**config.mk**
```make
export PLATFORM = sky130hd
export DESIGN_NAME = stage_skid_reg
export DESIGN_NICKNAME = d
export VERILOG_FILES = /design/src/rtl/stage_skid_reg.sv
export SDC_FILE = /design/constraint.sdc
export NUM_CORES = 1
export LEC_CHECK = 0
export ABC_AREA = 1
export ABC_CLOCK_PERIOD_IN_PS = 3800
export BUFFER_PORTS_ARGS = -buffer_cell sky130_fd_sc_hd__clkbuf_2
export CAP_MARGIN = 30
export CORE_UTILIZATION = 59
export CTS_CLUSTER_SIZE = 24
export DETAILED_ROUTE_END_ITERATION = 10
export PLACE_DENSITY = 0.86
export SLEW_MARGIN = 10
export SYNTH_ARGS = -nofsm -noshare
export SYNTH_HDL_FRONTEND = slang
export SYNTH_SLANG_ARGS = --single-unit
```
**constraint.sdc**
```tcl
create_clock -name clk -period 3.8 [get_ports clk]
set_input_delay 0.76 -clock clk [delete_from_list [all_inputs] [get_ports clk]]
set_output_delay 0.76 -clock clk [all_outputs]
set_load 0.005 [all_outputs]
```
**src/rtl/stage_skid_reg.sv**
```systemverilog
// Two-entry skid stage between pipeline stages: strict FIFO order, hold freezes the stage,
// and flush clears it and discards the next KILL_SHADOW upstream beats.
module stage_skid_reg #(
  parameter int                DATA_W      = 160,
  parameter int                KILL_SHADOW = 1,
  parameter logic [DATA_W-1:0] BUBBLE_VAL  = '0
) (
  input  logic              clk,
  input  logic              rst,
  input  logic              in_valid,
  input  logic [DATA_W-1:0] in_data,
  output logic              in_ready,
  output logic              out_valid,
  output logic [DATA_W-1:0] out_data,
  input  logic              out_ready,
  input  logic              flush,
  input  logic              hold,
  output logic [1:0]        occupancy,
  output logic              kill_pending
);

  localparam logic [2:0] KILL_LOAD = 3'(KILL_SHADOW);

  logic [DATA_W-1:0] head_q, head_d;
  logic [DATA_W-1:0] skid_q, skid_d;
  logic [1:0]        occ_q, occ_d;
  logic [2:0]        kill_q, kill_d;
  logic              not_full, accept, drain, store;

  // Outputs are masked by rst so the reset values show during the reset cycle itself.
  assign not_full     = (occ_q != 2'd2);
  assign in_ready     = !rst && !hold && not_full;
  assign out_valid    = !rst && !hold && (occ_q != 2'd0);
  assign out_data     = (!rst && (occ_q != 2'd0)) ? head_q : BUBBLE_VAL;
  assign occupancy    = rst ? 2'd0 : occ_q;
  assign kill_pending = !rst && (kill_q != 3'd0);

  assign accept = in_valid && in_ready;
  assign drain  = out_valid && out_ready;
  assign store  = accept && (kill_q == 3'd0);

  always_comb begin
    head_d = head_q;
    skid_d = skid_q;
    occ_d  = occ_q;
    kill_d = kill_q;
    if (flush) begin
      occ_d  = 2'd0;
      kill_d = KILL_LOAD;
    end else if (!hold) begin
      if (accept && (kill_q != 3'd0)) kill_d = kill_q - 3'd1;
      case (occ_q)
        2'd0: begin
          if (store) begin
            head_d = in_data;
            occ_d  = 2'd1;
          end
        end
        2'd1: begin
          if (drain && store) begin
            head_d = in_data;
          end else if (drain) begin
            occ_d = 2'd0;
          end else if (store) begin
            skid_d = in_data;
            occ_d  = 2'd2;
          end
        end
        default: begin
          // Full: in_ready is low, so only a drain can happen here.
          if (drain) begin
            head_d = skid_q;
            occ_d  = 2'd1;
          end
        end
      endcase
    end
  end

  always_ff @(posedge clk) begin
    if (rst) begin
      head_q <= '0;
      skid_q <= '0;
      occ_q  <= 2'd0;
      kill_q <= 3'd0;
    end else begin
      head_q <= head_d;
      skid_q <= skid_d;
      occ_q  <= occ_d;
      kill_q <= kill_d;
    end
  end

endmodule

```
Word level (Yosys, flattened, before mapping) --
Index checks and enable logic that the tools add are counted.
Storage, ports and cells: register bits 325, input bits 166, output and inout port bits 165, logic and storage cells 56
Cells by class: add/sub/neg operators 1, eq/ne operators 7, multiplexer cells 15, bitwise logic cells 4, reductions and logical operators 24
Operators by type and width (number):
- $mux 160 | 4
- $pmux 160 s2 | 1
- $mux 2 | 6
- $logic_and 1x1->1 | 10
- $ne 2x2->1 const B | 5
- $reduce_and 5->1 | 2
- $reduce_and 6->1 | 1
- $reduce_bool 3->1 | 2
- $not 1->1 | 4
- $pmux 2 s2 | 1
- $reduce_and 2->1 | 2
- $reduce_bool 2->1 | 2
- $logic_not 3->1 | 1
- $mux 1 | 3
- $ne 3x3->1 const B | 1
- $sub 3x1->3 const B | 1
- $eq 2x1->1 const B | 1
- $logic_not 1->1 | 2
- $logic_not 2->1 | 1
- $reduce_or 2->1 | 1

Logic depth before layout (Yosys ltp) --
depth in word-level cells 9, mapped depth 13, mapped depth without buffers 11

Worst setup path after synthesis --
Ideal clock, no wire load.
path type input to output, from in rst, to out out_data[100], data arrival time 1681 ps, data required time 3040 ps, slack 1359 ps, stages on the path 5, path through clkinv_1 > nand2_1 > clkbuf_1 > clkbuf_1 > nor2_1
Between the ends: longest elaborated chain between the ends 3
RTL lines:
- start, declared | RTL line 9 | input logic rst,
- $logic_not 1->1 | RTL line 34 | assign out_data = (!rst && (occ_q != 2'd0)) ? head_q : BUBBLE_VAL;
- $logic_and 1x1->1 | RTL line 34
- $mux 160 | RTL line 34
- end, declared | RTL line 14 | output logic [DATA_W-1:0] out_data,
Every way passes these cells.

Worst setup path after layout --
from reg occ_q[1], to out out_data[113]
Between the ends: longest elaborated chain between the ends 3
RTL lines:
- start, declared | RTL line 26 | logic [1:0] occ_q, occ_d;
- start signal, assigned | RTL line 84 | occ_q <= 2'd0;
- start signal, assigned | RTL line 89 | occ_q <= occ_d;
- $reduce_bool 2->1 | RTL line 34
- $logic_and 1x1->1 | RTL line 34
- $mux 160 | RTL line 34
Every way passes these cells.

==> summary.txt <==
STA
  – Fmax: 319 MHz
  – Skew final: 0.00710 ns
  – Setup_tns: 0 ns
  – RSZ-0062 raised after global routing: false
  – Final setup viols: 0
  – Crit share post-route: 0.824
  – Max Slew Vio Count: 0
  – Worst Tran Pin Value: approximately 0.97 ns
  – Final hold vios: 0
  – Worst Slack Setup Final: around 0.67 ns
  – Slew margin rel.: 0.354
  – Tmin final: around 3.1 ns

Critical path
  – CP arrival: 2.37 ns
  – CP Capture Type: output pin
  – Critical path launch point type: register
  – Worst R2R Start: kill_q[0]
  – Largest stage delay, worst path: 0.57 ns
  – Worst path bufs/invs: 3
  – Worst path cell trace: inv_4 > nand2_2 > nand2_4 > buf_12 > nor2_1 > clkbuf_2
  – Crit-path leading delay family: simple AND/OR/NAND/NOR gates
  – Critical-path top delay cell: dfxtp_4
  – Worst Setup SP: occ_q[1]
  – Kind of critical path: reg2out
  – Peak fanout along the critical path: between 60 and 70
  – CP Data Required Time: ~3 ns

Power and ir drop
  – P per Cell Area: around 410 nW/um^2
  – P_leak: 9.21 nW
  – Gate power share: 0.057
  – Clk pwr share: 0.464
  – Tot Pwr: between 7 and 8 mW
  – VDD IR-drop max: roughly 0.0003 V
  – Sw frac: 0.222
  – Sw Pwr: ~1.6 mW
  – Sequential Power Share: 0.479
  – Internal power: approximately 5.6 mW

Layout
  – Nets: between 2000 and 3000
  – Area delta synth->final: 18.9%
  – Fin cells: a little over 3000
  – Core Util, Final: 0.723
  – Share of cells above drive strength 1: 0.153
  – # fillers: ~2000

CTS
  – Number of CTS-inserted buffers: 35
  – H-Tree Depth: 2
  – Max clock buf depth: 3
  – Worst skew pair latency: 0.50 ns
  – CTS tree: done
  – Root buf cell: clkbuf_16
  – Resized cells post-CTS: 0
  – Hold buffers post-CTS: 0
  – Post-CTS Setup Bufs: 0
  – Clock-pin slew on the worst setup and hold paths: around 0.06 ns
  – Clk sinks: 325

Synth
  – Post-Syn Nets: around 2600
  – #FFs+latches synth: 325
  – Cells after synthesis: between 2000 and 2500
  – Unique masters post-synth: 21
  – Sequential cell area fraction in the yosys report: 0.436
  – Avg Inst Size Synth: 6.07 sq um
  – Yosys warns: 0
  – Post-Synthesis Cell Area: ~15000 sq um

Drt
  – Wire length per cell: 13.0 um
  – Final wirelength: between 30000 and 40000 um
  – DRT Pass-1 Iters: 7
  – # DRC: 0
  – Antenna-violating nets left: 0
  – Vias/cell: ~5
  – Via count: about 15000
  – Number of DRC violations after detailed-routing iteration 0: approximately 1300

Die
  – Die Ht: roughly 160 um
  – Total core area: 24500 sq um
  – Starting Density: 0.609
  – Die area: roughly 26000 sq um
  – Num rows: 57
  – Top Ports: around 330
  – Width of the die: approximately 160 um

Place
  – Dpl cells: about 3000
  – Setup slack at placement: 0.731 ns
  – Routability Congestion: ~0.9
  – Post-DP HPWL: between 20000 and 25000 um
  – Port bufs: 330

Global routing
  – Largest net degree at the start of global routing: roughly 170
  – Vias in the first global route: around 14000
  – Total GRT Usage: 0.298
  – Grt ovf: 0
  – Initial antenna violation count: 6
  – First-pass GRT wire length: around 65000 um

Job
  – Maximum Capacitance Violations: 0

Worst hold path
  – Worst Hold Launch: skid_q[75]
  – Hold WC Path Type: reg2reg

Outcome
  – Status: complete, no violations
metal layers:
metal  vias to the layer above  wire length, um  GRT usage
li1                       7740                -          -
met1                      6812            16400      0.378
met2                       588            18300      0.492
met3                        95             3250     0.0593
met4                         6             1400      0.129
met5                         -               38          0
logic make-up (layout without fill, tap and decap cells):
logic type      count (synthesis)  in the layout  synth area share
simple gates                 1632           1632             0.414
buf+inv                       329            583            0.0916
flops                         325            325             0.436
compound gates                170            170            0.0573
fa+ha+maj                       2              2           0.00168
other cells                     0              3                 0
through the flow:
stage	hold WS (ns)	instance area (sq um)
after CTS	0.485	17700
after global routing	0.505	17700
after global placement	0.462	16600
after detailed placement	0.472	16600
after floorplan	0.448	14900
final	0.480	17700
sequential cells by signal, summed over array words and instances, names as in the netlist:
signal / count
head_q: 160
kill_q: 3
occ_q: 2
skid_q: 160
layout make-up:
class	count	area, sq um	area share
diodes	3	7.51	0.000423
clock buffers	52	1030	0.0582
clock inverters	8	92.6	0.00522
inverters	173	662	0.0373
multi-input cells	1804	7080	0.399
flip-flops and latches	325	6510	0.367
well taps	324	405	0.0228
repair buffers	350	1960	0.110
tightest hold or removal path, cell delays in order, from the launching register on:
cell and delay, ns:
dfxtp_1 0.32, nor2_1 0.05, nor2_1 0.08
placed cells by master (no fill, tap or decap), drive strengths merged, types with 3 or more instances in the layout:
master,n
a21oi,5
buf,20
clkbuf,382
clkinv,5
dfxtp,325
diode,3
inv,173
nand2,813
nand3,4
nor2,812
o21ai,163
cells in the mapped netlist:
master | count | area, sq um
nand4_1 | 2 | 12.5
a21oi_1 | 5 | 25.0
nor3_2 | 1 | 10.0
o21ai_0 | 163 | 816
nand2_2 | 2 | 12.5
clkbuf_1 | 109 | 409
nand3_1 | 1 | 5.00
nor2_1 | 809 | 3040
buf_2 | 34 | 170
inv_2 | 2 | 7.51
a211oi_1 | 2 | 15.0
inv_1 | 170 | 638
buf_1 | 1 | 3.75
buf_6 | 12 | 135
clkinv_1 | 1 | 3.75
dfxtp_1 | 325 | 6510
nor2_2 | 2 | 12.5
nand3_2 | 3 | 30.0
ha_1 | 2 | 25.0
nand2_1 | 811 | 3040
nor2_4 | 1 | 11.3
worst paths after layout:
check | end | slack (ns) | depth (start not counted)
max | out_data[113] | 0.67 | 6
min | skid_q[75] | 0.48 | 2
min reg2reg | skid_q[75] | 0.48 | 2
max reg2reg | head_q[147] | 1.11 | 12
power by group through the flow:
stage	Combinational [mW]	Sequential (mW)	Clock, mW
global placement	0.393	3.53	0
floorplan	0.248	3.53	0
detailed placement	0.402	3.53	0
finish	0.411	3.45	3.35
global route	0.472	3.46	3.54
CTS	0.408	3.45	3.38
No activity file was read; power rests on OpenSTA's default activity.
